--- src/rtl/ifetcher_pkg.sv ---
// Shared definitions for the instruction-fetch timeout monitor: channel FSM encoding and
// the fatal-id width helper.
package ifetcher_pkg;

    localparam logic [1:0] IDLE    = 2'b00;
    localparam logic [1:0] COUNT   = 2'b01;
    localparam logic [1:0] EXPIRED = 2'b10;

    typedef logic [1:0] tomon_state_t;

    function automatic int fatal_id_w(input int nch);
        return (nch > 1) ? $clog2(nch) : 1;
    endfunction

endpackage

--- src/rtl/ifetcher_timeout_monitor_if.sv ---
// Request/status bundle between the fetch tracker (master) and the timeout monitor (slave).
// Pure wiring; no flow control, every field is sampled or driven each cycle.
interface ifetcher_timeout_monitor_if #(
    parameter int CW  = 8,
    parameter int NCH = 4
);
    import ifetcher_pkg::*;

    localparam int FIDW = fatal_id_w(NCH);

    logic [NCH-1:0]    iStart;
    logic [NCH-1:0]    iDone;
    logic [NCH-1:0]    iHold;
    logic [CW-1:0]     iThreshold;
    logic [NCH-1:0]    iFatalClr;
    logic [NCH-1:0]    oBusy;
    logic [NCH-1:0]    oTimeoutPulse;
    logic              oTimeoutFatal;
    logic [FIDW-1:0]   oFatalId;
    logic [NCH*CW-1:0] oCounter;

    modport master (
        output iStart, iDone, iHold, iThreshold, iFatalClr,
        input  oBusy, oTimeoutPulse, oTimeoutFatal, oFatalId, oCounter
    );

    modport slave (
        input  iStart, iDone, iHold, iThreshold, iFatalClr,
        output oBusy, oTimeoutPulse, oTimeoutFatal, oFatalId, oCounter
    );

endinterface

--- src/rtl/ifetcher_timeout_channel.sv ---
// One watchdog channel: IDLE/COUNT/EXPIRED FSM, counter, latched threshold, expiry pulse.
// State visible one cycle after the sampled event; no backpressure, events act every cycle.
module ifetcher_timeout_channel #(
    parameter int CW = 8
) (
    input  logic          iClk,
    input  logic          iReset,
    input  logic          tick_i,
    input  logic          start_i,
    input  logic          done_i,
    input  logic          hold_i,
    input  logic          fatal_clr_i,
    input  logic [CW-1:0] thresh_i,
    output logic          busy_o,
    output logic          expired_o,
    output logic          pulse_o,
    output logic [CW-1:0] count_o
);
    import ifetcher_pkg::*;

    tomon_state_t  state_q, state_d;
    logic [CW-1:0] cnt_q, cnt_d;
    logic [CW-1:0] thr_q, thr_d;
    logic          pulse_q, pulse_d;

    always_comb begin
        state_d = state_q;
        cnt_d   = cnt_q;
        thr_d   = thr_q;
        case (state_q)
            IDLE: begin
                if (start_i) begin
                    state_d = COUNT;
                    cnt_d   = '0;
                    thr_d   = thresh_i;
                end
            end
            COUNT: begin
                // Done wins over restart and over a same-cycle threshold match.
                if (done_i) begin
                    state_d = IDLE;
                    cnt_d   = '0;
                end else if (start_i) begin
                    cnt_d = '0;
                    thr_d = thresh_i;
                end else if (!hold_i && tick_i) begin
                    if (cnt_q == thr_q) begin
                        state_d = EXPIRED;
                    end else begin
                        cnt_d = cnt_q + CW'(1);
                    end
                end
            end
            EXPIRED: begin
                if (fatal_clr_i) begin
                    state_d = IDLE;
                    cnt_d   = '0;
                end
            end
            default: begin
                state_d = IDLE;
                cnt_d   = '0;
            end
        endcase
        pulse_d = (state_q == COUNT) && (state_d == EXPIRED);
    end

    always_ff @(posedge iClk) begin
        if (iReset) begin
            state_q <= IDLE;
            cnt_q   <= '0;
            thr_q   <= '0;
            pulse_q <= 1'b0;
        end else begin
            state_q <= state_d;
            cnt_q   <= cnt_d;
            thr_q   <= thr_d;
            pulse_q <= pulse_d;
        end
    end

    assign busy_o    = (state_q == COUNT);
    assign expired_o = (state_q == EXPIRED);
    assign pulse_o   = pulse_q;
    assign count_o   = cnt_q;

endmodule

--- src/rtl/ifetcher_timeout_monitor.sv ---
// NCH-channel fetch timeout watchdog; IFETCHER_TOMON_PRESCALE_EN adds a 2^PSW tick prescaler.
// Outputs registered per channel, fatal/id combinational; no backpressure.
module ifetcher_timeout_monitor #(
    parameter int CW  = 8,
    parameter int NCH = 4,
    parameter int PSW = 4
) (
    input logic                        iClk,
    input logic                        iReset,
    ifetcher_timeout_monitor_if.slave  bus
);
    import ifetcher_pkg::*;

    localparam int FIDW = fatal_id_w(NCH);

    logic              tick;
    logic [NCH-1:0]    busy;
    logic [NCH-1:0]    expired;
    logic [NCH-1:0]    pulse;
    logic [NCH*CW-1:0] counters;
    logic [FIDW-1:0]   fatal_id;

`ifdef IFETCHER_TOMON_PRESCALE_EN
    logic [PSW-1:0] presc_q, presc_d;

    assign presc_d = presc_q + PSW'(1);
    assign tick    = &presc_q;

    always_ff @(posedge iClk) begin
        if (iReset) begin
            presc_q <= '0;
        end else begin
            presc_q <= presc_d;
        end
    end
`else
    // Without the prescaler PSW has no hardware; this keeps the parameter referenced.
    logic [PSW-1:0] unused_psw;
    assign unused_psw = '0;
    assign tick       = 1'b1;
`endif

    for (genvar i = 0; i < NCH; i++) begin : g_ch
        ifetcher_timeout_channel #(.CW(CW)) u_ch (
            .iClk        (iClk),
            .iReset      (iReset),
            .tick_i      (tick),
            .start_i     (bus.iStart[i]),
            .done_i      (bus.iDone[i]),
            .hold_i      (bus.iHold[i]),
            .fatal_clr_i (bus.iFatalClr[i]),
            .thresh_i    (bus.iThreshold),
            .busy_o      (busy[i]),
            .expired_o   (expired[i]),
            .pulse_o     (pulse[i]),
            .count_o     (counters[i*CW +: CW])
        );
    end

    // Scan from the top so the lowest expired index is the last write.
    always_comb begin
        fatal_id = '0;
        for (int i = NCH - 1; i >= 0; i--) begin
            if (expired[i]) begin
                fatal_id = FIDW'(i);
            end
        end
    end

    assign bus.oBusy         = busy;
    assign bus.oTimeoutPulse = pulse;
    assign bus.oTimeoutFatal = |expired;
    assign bus.oFatalId      = fatal_id;
    assign bus.oCounter      = counters;

endmodule

--- src/flat_wrapper.sv ---
// flat-port wrapper written by rule: the top's interface ports become plain ports
module ifetcher_timeout_monitor_flat import ifetcher_pkg::*;
#(
    parameter int CW  = 8,
    parameter int NCH = 4,
    parameter int PSW = 4
)
  (iClk, iReset, bus_iStart, bus_iDone, bus_iHold, bus_iThreshold, bus_iFatalClr, bus_oBusy, bus_oTimeoutPulse, bus_oTimeoutFatal, bus_oFatalId, bus_oCounter);
  ifetcher_timeout_monitor_if #(.CW(CW), .NCH(NCH)) bus_i ();
  input logic iClk;
  input logic iReset;
  input wire logic [$bits(bus_i.iStart)-1:0] bus_iStart;
  input wire logic [$bits(bus_i.iDone)-1:0] bus_iDone;
  input wire logic [$bits(bus_i.iHold)-1:0] bus_iHold;
  input wire logic [$bits(bus_i.iThreshold)-1:0] bus_iThreshold;
  input wire logic [$bits(bus_i.iFatalClr)-1:0] bus_iFatalClr;
  output wire logic [$bits(bus_i.oBusy)-1:0] bus_oBusy;
  output wire logic [$bits(bus_i.oTimeoutPulse)-1:0] bus_oTimeoutPulse;
  output wire logic [$bits(bus_i.oTimeoutFatal)-1:0] bus_oTimeoutFatal;
  output wire logic [$bits(bus_i.oFatalId)-1:0] bus_oFatalId;
  output wire logic [$bits(bus_i.oCounter)-1:0] bus_oCounter;
  assign bus_i.iStart = bus_iStart;
  assign bus_i.iDone = bus_iDone;
  assign bus_i.iHold = bus_iHold;
  assign bus_i.iThreshold = bus_iThreshold;
  assign bus_i.iFatalClr = bus_iFatalClr;
  assign bus_oBusy = bus_i.oBusy;
  assign bus_oTimeoutPulse = bus_i.oTimeoutPulse;
  assign bus_oTimeoutFatal = bus_i.oTimeoutFatal;
  assign bus_oFatalId = bus_i.oFatalId;
  assign bus_oCounter = bus_i.oCounter;
  ifetcher_timeout_monitor #(.CW(CW), .NCH(NCH), .PSW(PSW)) u_core (.iClk(iClk), .iReset(iReset), .bus(bus_i));
endmodule
--- config.mk ---
export PLATFORM = sky130hd
export DESIGN_NAME = ifetcher_timeout_monitor_flat
export DESIGN_NICKNAME = d
export VERILOG_FILES = /design/src/rtl/ifetcher_pkg.sv /design/src/rtl/ifetcher_timeout_monitor_if.sv /design/src/rtl/ifetcher_timeout_channel.sv /design/src/rtl/ifetcher_timeout_monitor.sv /design/src/flat_wrapper.sv
export SDC_FILE = /design/constraint.sdc
export NUM_CORES = 1
export LEC_CHECK = 0
export BUFFER_PORTS_ARGS = -buffer_cell sky130_fd_sc_hd__clkbuf_2
export CORE_MARGIN = 4
export CORE_UTILIZATION = 25
export CTS_CLUSTER_SIZE = 10
export DETAILED_ROUTE_END_ITERATION = 10
export PLACE_DENSITY = 0.46
export SETUP_SLACK_MARGIN = 0.05
export SLEW_MARGIN = 20
export SYNTH_ARGS = -nofsm -noshare
export SYNTH_HDL_FRONTEND = slang
export SYNTH_HIERARCHICAL = 1
export SYNTH_SLANG_ARGS = --single-unit
--- constraint.sdc ---
create_clock -name iClk -period 2.15 [get_ports iClk]
set_clock_uncertainty 0.1 [all_clocks]
set_input_delay 0.215 -clock iClk [delete_from_list [all_inputs] [get_ports iClk]]
set_output_delay 0.215 -clock iClk [all_outputs]
set_load 0.01 [all_outputs]
After elaboration in Yosys (flattened, before gate mapping):

Index checks and enable logic that the tools add are counted.

* bits in registers: 76
* output and inout bits: 43

* add/subtract/negate cells: 4
* equal/unequal tests: 36
* multiplexer cells: 72
* reduce and logical (&&, ||, !) cells: 21

Operator list (number)
* two-way mux 8 bit: 32
* case mux 8 bit (3 select lines): 4
* case mux 8 bit (2 select lines): 4
* two-way mux 2 bit: 28
* adder 8 x 1 -> 8 bit, second input constant: 4
* equality test 8 bit: 4
* != test 4 bit, second input constant: 8
* != test 2 bit, second input constant: 12
* case mux 2 bit (3 select lines): 4
* equality test 2 bit, second input constant: 8
* AND reduction 4 bit: 4
* equality test 2 x 1 -> 1 bit, second input constant: 4
* logical NOT 2 bit: 4
* AND reduction 2 bit: 4
* nonzero test 2 bit: 4
* logical AND 1 bit: 4
* OR reduction 4 bit: 1

Depth between registers and ports, before layout:

* depth in word-level cells: 8
* mapped depth: 6
* depth with buffers taken out: 5

Hierarchy:

The synthesis kept the hierarchy.

By module, submodules not included
* ifetcher_timeout_channel (u_core.g_ch[0].u_ch ...): times used 3, cells each 113, area each 968.4 sq um, seq. area each 380.4 sq um
* ifetcher_timeout_channel (u_core.g_ch[3].u_ch): times used 1, cells each 110, area each 907.1 sq um, seq. area each 380.4 sq um
* ifetcher_timeout_monitor: times used 1, cells each 8, area each 38.8 sq um, seq. area each 0.0 sq um

Worst setup path before layout:

No wires, ideal clock.

* path type: flip-flop to flip-flop
* from: register u_core.g_ch[3].u_ch.cnt_q[0]
* to: register u_core.g_ch[3].u_ch.cnt_q[6]
* library setup time: 135 ps
* arrival time: 1478 ps
* setup slack: 437 ps
* stages on the path, launching flop included: 6
* period minus slack after synthesis: 1713 ps
* cells stage by stage: dfxtp_1 > xor2_1 > nor4_1 > a211o_2 > o311ai_0 > o41ai_1

* word-level cells in the longest chain between the ends: 6

RTL lines
* from (decl): RTL line ifetcher_timeout_channel.sv:22 `logic [CW-1:0] cnt_q, cnt_d;`
* from (signal assigned): RTL line ifetcher_timeout_channel.sv:76 `cnt_q <= cnt_d;`
* adder 8 x 1 -> 8 bit: RTL line ifetcher_timeout_channel.sv:50 `cnt_d = cnt_q + CW'(1);`
* two-way mux 8 bit: RTL line ifetcher_timeout_channel.sv:47 `if (cnt_q == thr_q) begin`
* two-way mux 8 bit: RTL line ifetcher_timeout_channel.sv:46 `end else if (!hold_i && tick_i) begin`
* two-way mux 8 bit: RTL line ifetcher_timeout_channel.sv:43 `end else if (start_i) begin`
* two-way mux 8 bit: RTL line ifetcher_timeout_channel.sv:40 `if (done_i) begin`
* case mux 8 bit (3 select lines): RTL line ifetcher_timeout_channel.sv:30 `case (state_q)`

Several ways; a longest one is shown, not always the timed one. The select of a mux whose other input is x is not followed.
A chain may end at the register's enable or synchronous reset.

Worst setup path after layout:

* from: register u_core.g_ch[3].u_ch.cnt_q[3]
* to: register u_core.g_ch[3].u_ch.cnt_q[6]

Same word-level chain as after synthesis.

==> flow_summary.json <==
{
  "max_stage_delay_ns": 0.43,
  "worst-slew-pin-transition_ns": 0.744,
  "grt_use_total": 0.123,
  "grt_start_max_net_pins": 18,
  "end_kind": "flip-flop",
  "start_util": 0.254,
  "finalHoldViolCount": 0,
  "grt_pass1_vias": 3407,
  "synth_area_um2": 3850,
  "crit_required_ns": 2.26,
  "wl_per_cell_um": 14.5,
  "slew_viol_final": 0,
  "cts_hold_buffers": 0,
  "drc_errors": 0,
  "max_slew_margin": 0.504,
  "die_height_um": 132,
  "yosysWarnings": 6,
  "post-route-cell-area_um2": 4760,
  "p_leak_nw": 2.15,
  "nets": 569,
  "fmax_mhz": 528,
  "multi_input_area_um2": 2230,
  "synth-edff-count": 0,
  "setup_violations": 0,
  "ant_nets": 0,
  "synth_ff_type": "dfxtp_1",
  "clk_latency_ns": 0.34,
  "root_buffer": "clkbuf_16",
  "dp_cells": 716,
  "crit_slowest_cell": "dfxtp_1",
  "routabilityCongestion": 0.777,
  "grt_overflow_total": 0,
  "layout-drive-gt1-share": 0.250,
  "crit_family": "compound AO/OA/AOI/OAI gates",
  "avgSynthCellArea_um2": 8.43,
  "cp_num_buf_inv": 1,
  "p_per_area_nw_per_um2": 702,
  "regArea_um2": 1520,
  "rsz0062_at_grt": "false",
  "num_rows": 45,
  "ys_ff_latch": 76,
  "place_area_um2": 4460,
  "via_count": 3478,
  "setup-tns-final_ns": 0,
  "worstHoldPathType": "input pin to flip-flop",
  "num_antenna_cells": 0,
  "max-cap-violations": 0,
  "grt_antenna_before_repair": 0,
  "drt_first_pass_iters": 4,
  "fin_cells": 731,
  "async_reset_ff_frac": 0,
  "synth_top_area_frac": 0.395,
  "crit_arrival_ns": 2.01,
  "clkTransAtPathRegs_ns": 0.06,
  "crit_chain": "xor2_1 -> nor4_1 -> buf_4 -> a211o_2 -> o311ai_0 -> o41ai_1",
  "io_pins": 69,
  "layout_min_cycle_time_ns": 1.89,
  "io_buffers": 68,
  "period_share": 0.881,
  "crit_fanout": 10,
  "ir_worst_vdd_mv": 0.362,
  "hold_slack_ns": 0.0729,
  "clock_sinks": 76,
  "h-tree-depth": 3,
  "die-area_um2": 17500,
  "cts_resized": 0,
  "grt_pass1_wl_mm": 17.5,
  "startpoint_type": "flip-flop",
  "dieWidth_um": 132,
  "status": "finished clean",
  "synth.distinct_cells": 44,
  "core_um2": 15100,
  "synth_area_leader_cell": "dfxtp_1",
  "netlist_instances": 457,
  "dp_hpwl_mm": 7.83,
  "area_growth_syn_to_layout_pct": 23.6,
  "drtIter0Drc": 175,
  "routed_wl_mm": 10.6,
  "synthTopCellsByArea": "dfxtp_1, xor2_1, nand2_1, nand3_1, a21oi_1",
  "clockBufferDepth": 2,
  "synth.yosys.seq_area_share": 0.395,
  "cts_buffers": 9,
  "cts_tree": "done",
  "post_cts_buffers": 0,
  "critical_path_class": "flip-flop to flip-flop",
  "vias_per_cell": 4.76,
  "fillers": 1608
}
[kinds of logic after synthesis]
group / count (synthesis) / synth area share
XOR/XNOR: 32 / 0.0728
AO/OA/AOI/OAI: 90 / 0.159
multiplexers: 7 / 0.0182
other: 1 / 0.000974
buffers and inverters: 24 / 0.0325
AND/OR/NAND/NOR: 223 / 0.309
flip-flops: 76 / 0.395
adder cells (fa/ha/maj): 4 / 0.0130
[state kept, by name, summed over array words and instances (netlist names)]
name                      count
u_core/g_ch.u_ch/count_o     32
u_core/g_ch.u_ch/pulse_o      4
u_core/g_ch.u_ch/thr_q       32
u_core/g_ch.u_ch/state_q      8
[power by group]
group          internal [W]  switching, W
clock network      0.000924      0.000576
registers           0.00145     0.0000382
logic              0.000136      0.000212
[worst min-delay path: stages]
cell and delay (ns):
clkbuf_2 0.09, or4b_2 0.10, o21ai_0 0.06
[layer usage]
layer / up-vias / part of all wire / global-route usage
li1: 1776 / - / -
met1: 1638 / 0.47 / 0.156
met2: 55 / 0.47 / 0.202
met3: 9 / 0.042 / 0.0397
met4: 0 / 0.0099 / 0.0298
met5: - / 0 / 0
[layout make-up]
| type | instances | area share |
|---|---|---|
| Clock buffer | 13 | 0.0526 |
| Sequential cell | 76 | 0.320 |
| Clock inverter | 2 | 0.00736 |
| Tap cell | 188 | 0.0494 |
| Multi-Input combinational cell | 360 | 0.469 |
| Timing Repair Buffer | 83 | 0.0952 |
| Inverter | 9 | 0.00710 |
[stage by stage]
| stage | total power (W) | setup WS (ns) | util |
|---|---|---|---|
| CTS | 0.00339 | 0.0863 | 0.313 |
| finish | 0.00334 | 0.256 | 0.314 |
| detailed placement | 0.00187 | 0.108 | 0.294 |
| global placement | 0.00186 | 0.170 | 0.294 |
| global route | 0.00350 | 0.0750 | 0.314 |
| floorplan | 0.00175 | 0.437 | - |
[Yosys cell counts, types with 3 or more instances]
cell	count
nand3_1	45
inv_1	9
clkbuf_1	8
a211oi_2	3
nand4b_1	8
nand2_1	70
and2b_2	3
nor2b_1	6
a21oi_2	10
and2b_1	3
nand4_1	10
a2bb2o_1	3
ha_1	4
mux2i_1	7
a211o_1	3
o22ai_1	3
nor2_1	29
a21o_1	3
a21oi_1	38
a21o_2	3
or3b_1	3
and3_2	9
xor2_1	32
a211oi_1	5
nor4_2	6
or3b_2	4
buf_6	3
o21ai_0	7
and3_1	7
buf_4	3
nand2b_1	13
o21a_1	6
dfxtp_1	76
[cells in the final DEF (no fill, tap or decap), types with 4 or more instances in the layout]
master / instances
nor4_2: 6
clkbuf_2: 68
nor2b_1: 6
and3_1: 7
a21oi_2: 10
nand2b_1: 13
inv_1: 9
o21ai_0: 7
nand4b_1: 8
nand4_1: 10
nand2_1: 70
mux2i_1: 7
or3b_2: 4
dfxtp_1: 76
nor2_1: 29
xor2_1: 32
conb_1: 4
o21a_1: 6
a21oi_1: 38
nand3_1: 45
and3_2: 9
clkbuf_16: 9
buf_4: 15
ha_1: 4
a211oi_1: 5
[worst paths after layout]
kind	start	endpoint	cells after the start	slack, ns
setup / recovery	u_core/g_ch[3].u_ch/count_o[3]$_SDFFE_PP0P_	u_core/g_ch[3].u_ch/count_o[6]$_SDFFE_PP0P_	6	0.26
hold / removal	bus_iFatalClr[3]	u_core/g_ch[3].u_ch/state_q[1]$_SDFF_PP0_	3	0.07
setup reg to reg	u_core/g_ch[3].u_ch/count_o[3]$_SDFFE_PP0P_	u_core/g_ch[3].u_ch/count_o[6]$_SDFFE_PP0P_	6	0.26
hold reg to reg	u_core/g_ch[0].u_ch/thr_q[5]$_SDFFE_PP0P_	u_core/g_ch[0].u_ch/thr_q[5]$_SDFFE_PP0P_	2	0.36
Note: power is estimated with default switching activity, not from simulation.
